==> src/rtl/cp0_regfile.sv <==
// MIPS32 coprocessor-0 register file: Count/Compare timer, Status/Cause/EPC,
// exception capture from MEM and the write-back CP0 write port.
module cp0_regfile #(
  parameter logic [31:0] PRID_VALUE   = 32'h004c0102,
  parameter logic [31:0] CONFIG_VALUE = 32'h00008000
) (
  input  logic        clk,
  input  logic        rst,
  input  logic        we_i,
  input  logic [4:0]  waddr_i,
  input  logic [31:0] wdata_i,
  input  logic [4:0]  raddr_i,
  output logic [31:0] rdata_o,
  input  logic [5:0]  int_i,
  input  logic [31:0] excepttype_i,
  input  logic [31:0] inst_addr_i,
  input  logic        in_dslot_i,
  output logic [31:0] count_o,
  output logic [31:0] compare_o,
  output logic [31:0] status_o,
  output logic [31:0] cause_o,
  output logic [31:0] epc_o,
  output logic [31:0] config_o,
  output logic [31:0] prid_o,
  output logic        timer_int_o
);

  logic       exc_take;
  logic       exc_eret;
  logic [4:0] exc_code;

  // Only the listed codes are real events; anything else nonzero is ignored.
  always_comb begin
    exc_take = 1'b0;
    exc_eret = 1'b0;
    exc_code = 5'd0;
    case (excepttype_i)
      32'h0000_0001: begin exc_take = 1'b1; exc_code = 5'd0;  end
      32'h0000_0008: begin exc_take = 1'b1; exc_code = 5'd8;  end
      32'h0000_000a: begin exc_take = 1'b1; exc_code = 5'd10; end
      32'h0000_000c: begin exc_take = 1'b1; exc_code = 5'd12; end
      32'h0000_000d: begin exc_take = 1'b1; exc_code = 5'd13; end
      32'h0000_000e: exc_eret = 1'b1;
      default: ;
    endcase
  end

  assign prid_o = PRID_VALUE;

  always_ff @(posedge clk) begin
    if (rst) begin
      count_o     <= 32'd0;
      compare_o   <= 32'd0;
      status_o    <= 32'h1000_0000;
      cause_o     <= 32'd0;
      epc_o       <= 32'd0;
      config_o    <= CONFIG_VALUE;
      timer_int_o <= 1'b0;
    end else begin
      count_o        <= count_o + 32'd1;
      cause_o[15:10] <= int_i;
      if (compare_o != 32'd0 && count_o == compare_o)
        timer_int_o <= 1'b1;

      // Status/Cause/EPC software writes yield to any exception or eret this cycle.
      if (we_i) begin
        case (waddr_i)
          5'd9:  count_o <= wdata_i;
          5'd11: begin
            compare_o   <= wdata_i;
            timer_int_o <= 1'b0;
          end
          5'd12: if (!(exc_take || exc_eret)) status_o <= wdata_i;
          5'd13: if (!(exc_take || exc_eret)) begin
            cause_o[9:8]   <= wdata_i[9:8];
            cause_o[23:22] <= wdata_i[23:22];
          end
          5'd14: if (!(exc_take || exc_eret)) epc_o <= wdata_i;
          default: ;
        endcase
      end

      if (exc_take) begin
        if (!status_o[1]) begin
          epc_o       <= in_dslot_i ? inst_addr_i - 32'd4 : inst_addr_i;
          cause_o[31] <= in_dslot_i;
        end
        status_o[1]  <= 1'b1;
        cause_o[6:2] <= exc_code;
      end
      if (exc_eret)
        status_o[1] <= 1'b0;
    end
  end

  always_comb begin
    case (raddr_i)
      5'd9:    rdata_o = count_o;
      5'd11:   rdata_o = compare_o;
      5'd12:   rdata_o = status_o;
      5'd13:   rdata_o = cause_o;
      5'd14:   rdata_o = epc_o;
      5'd15:   rdata_o = prid_o;
      5'd16:   rdata_o = config_o;
      default: rdata_o = 32'd0;
    endcase
  end

endmodule

==> config.mk <==
export PLATFORM = sky130hd
export DESIGN_NAME = cp0_regfile
export DESIGN_NICKNAME = d
export VERILOG_FILES = /design/src/rtl/cp0_regfile.sv
export SDC_FILE = /design/constraint.sdc
export NUM_CORES = 1
export LEC_CHECK = 0
export CORE_UTILIZATION = 40
export CTS_CLUSTER_DIAMETER = 80
export DETAILED_ROUTE_END_ITERATION = 8
export PLACE_DENSITY = 0.82
export SETUP_SLACK_MARGIN = 0.3
export SLEW_MARGIN = 5
export SYNTH_ARGS = -nofsm -noshare
export SYNTH_HDL_FRONTEND = slang
export SYNTH_SLANG_ARGS = --single-unit
export TNS_END_PERCENT = 100
==> constraint.sdc <==
create_clock -name clk -period 4.1 [get_ports clk]
set_input_delay 1.23 -clock clk [delete_from_list [all_inputs] [get_ports clk]]
set_output_delay 1.23 -clock clk [all_outputs]
set_load 0.02 [all_outputs]
==> impl_metrics.ini <==
[yosys]
ys_ff_latch = 144
yosysUniqueCellTypes = 64
synth_area_um2 = 8920
synth.largest_area_cell = dfxtp_1
synth.top_cell.area_share_pct = 32.3
synth-main-ff-cell = dfxtp_1
yosys_warnings = 0
avgSynthCellArea_um2 = 8.03
synth_most_common_cell = dfxtp_1
synth_edf_count = 0
synth_seq_area_share_pct = 32.3
synthArstFlopShare_pct = 0
synthCells = 1111
synthTopCellsByArea = dfxtp_1 32%, buf_4 6.8%, xnor2_1 6.1%, o21ai_0 5.3%, a21oi_1 4.7%
synthTopCellsByCount = 144 x dfxtp_1, 95 x o21ai_0, 90 x nand2_1

[finish]
fin_cells = 1677
drive_above_1_share_pct = 12.2
n_antenna_cell = 0
area_delta_synth_final_pct = 41.4
layout.nets = 1502

[route]
drt_first_pass_iters = 5
drt_wl_total_um = 36900
drc = 0
wl_per_cell_um = 22.0
viasPerCell = 5.94
drtIter0Drc = 1348
vias = 9969
ant_nets = 0

[clock_tree]
clkTransAtPathRegs_ns = 0.06
ctsHtreeMaxLevel = 4
worstSkewPairLatency_ns = 0.43
cts_tree = done
clockBufferDepth = 2
cts_root_buffer = clkbuf_16
cts-buffers-inserted = 17
cts.sinks = 144

[placed_design]
io_buffers = 291
placed_cells = 1640
dp_hpwl_um = 27800
gp_congestion = 0.938

[worst_setup_path]
crit_end = rdata_o[23]
start_kind = primary input
critPathCaptureType = output pin
crit_start = raddr_i[1]
r2r_slack_ns = 1.50
r2r-start = count_o[1]
worstPathArrival_ns = 2.55
path_class = primary input to output pin
rr_worst_depth = 6
required_ns = 2.87
cp_max_fo = 15
worst_r2r_endpoint = count_o[30]

[sta]
fmax_mhz = 264
rsz0062_at_grt = yes
tightest_slew_ns = 1.09
max_slew_margin_pct = 26.7
min_period_ns = 3.78
finalCritPeriodShare_pct = 92.3
finalMaxSlewViolations = 0
skew_ns = 0.00880
setup_violations = 0
finalHoldViolations = 0
worst_hold_slack_ns = 0.494

[die]
initial_core_util_pct = 40.9
row_count = 54
die_w_um = 151
ioPinCount = 373
core_um2 = 21800
die_h_um = 151
die_area_um2 = 22900

[run]
max_cap_violations = 0

[power_and_ir_drop]
p_per_area_nw_per_um2 = 279
peakVddDrop_v = 0.000260
p_leak_nw = 4.39

[grt]
grt_pass1_vias = 8887
antenna_found_initial = 0
grt_start_max_net_pins = 72
grt_usage_pct = 31.7
grt_pass1_wl_um = 54300
grt_overflow_total = 0

[hold_path]
min_path_type = flop to flop

[run_status]
outcome = finished clean
## registers in the layout, summed over array words and instances (netlist names)
register,flops
status_o,32
cause_o,15
count_o,32
epc_o,32
compare_o,32
timer_int_o,1
## critical path, stage by stage
cell and delay (ns):
buf_6 0.16, buf_12 0.19, buf_4 0.15, mux2i_2 0.31, o2bb2ai_2 0.08, a221o_1 0.27
buf_6 0.14
## through the flow
stage                     util (%)  setup slack (ns)  power, W  setup TNS, ns  area (um2)
after floorplan                  -             0.270   0.00175              0        9260
after global placement        54.8            -0.499   0.00195         -13.21       12000
after detailed placement      54.8            -0.571   0.00195         -14.10       12000
after CTS                     57.8             0.300   0.00352              0       12600
after global routing          57.8             0.275   0.00363              0       12600
final                         57.8             0.317   0.00352              0       12600
## worst min path at each step
stage,start,to,slack (ns),depth (start not counted)
after detailed placement,status_o[8],status_o[8],0.48,2
final,status_o[8],status_o[8],0.49,2
after CTS,status_o[8],status_o[8],0.49,2
after global placement,status_o[20],status_o[20],0.47,2
after global routing,status_o[8],status_o[8],0.51,2
after floorplan,cause_o[31],cause_o[31],0.55,2
## layout make-up
cell class                      instances  area (um2)
Clock inverter                         14         166
Multi-Input combinational cell        869        5440
Inverter                                6        22.5
Fill cell                            1944        9220
Clock buffer                           18         429
Sequential cell                       144        2880
Timing Repair Buffer                  346        3320
Tap cell                              280         350
## cells by family (layout without fill, tap and decap cells)
kind of cell,count (synthesis),after routing,synth area share [%]
AO/OA/AOI/OAI,326,326,23.2
XOR/XNOR,84,84,8.25
adder cells (fa/ha/maj),2,2,0.280
buffers and inverters,177,384,11.4
flip-flops,144,144,32.3
multiplexers,33,33,3.70
other,2,81,0.0842
AND/OR/NAND/NOR,343,343,20.8
## report_power, final
| group | switching (W) | leakage [nW] | internal, W |
|---|---|---|---|
| combinational | 0.000283 | 2.93 | 0.000210 |
| clock | 0.000626 | 0.294 | 0.000955 |
| sequential | 0.0000312 | 1.16 | 0.00142 |
| total | 0.000940 | 4.39 | 0.00258 |
## per-layer routing
metal	up-vias	part of all wire (%)	global-route usage [%]
li1	4472	-	-
met1	4820	40	42.2
met2	594	46	48.8
met3	83	11	8.25
met4	0	3.0	12.0
met5	-	0	0
## timing repair
action,4_1_cts,5_1_grt
buffers inserted,4,0
endpoints found under the setup margin,32,11
cloned,1,0
pin swaps,6,3
gates resized for setup,154,9
hold buffers,0,0
## layout by cell type (no fill, tap or decap), types with 5 or more instances in the layout
cell type | Yosys | routed
dfxtp_1 | 144 | 144
mux2i_1 | 33 | 32
nand3_1 | 56 | 56
conb_1 | 2 | 81
buf_2 | 15 | 21
buf_12 | 0 | 5
and3_1 | 9 | 9
nor2_1 | 60 | 58
a221oi_1 | 15 | 14
nor4_1 | 30 | 30
or3_1 | 6 | 6
o31ai_1 | 5 | 5
xnor2_1 | 62 | 62
buf_4 | 81 | 43
a22oi_1 | 16 | 15
o21ai_2 | 0 | 11
clkbuf_16 | 0 | 17
xor2_1 | 22 | 22
a21oi_1 | 83 | 83
a221o_1 | 12 | 12
clkdlybuf4s50_1 | 0 | 253
a31oi_1 | 31 | 31
buf_6 | 3 | 13
nor2b_1 | 11 | 10
nor3_1 | 17 | 16
o2bb2ai_1 | 12 | 11
nand2_1 | 90 | 87
nor4_2 | 8 | 8
nand4_1 | 20 | 20
clkinv_2 | 0 | 5
inv_1 | 6 | 6
o21ai_0 | 95 | 81
or2_2 | 5 | 5
a211oi_1 | 30 | 30
Note: power is estimated with default switching activity, not from simulation.
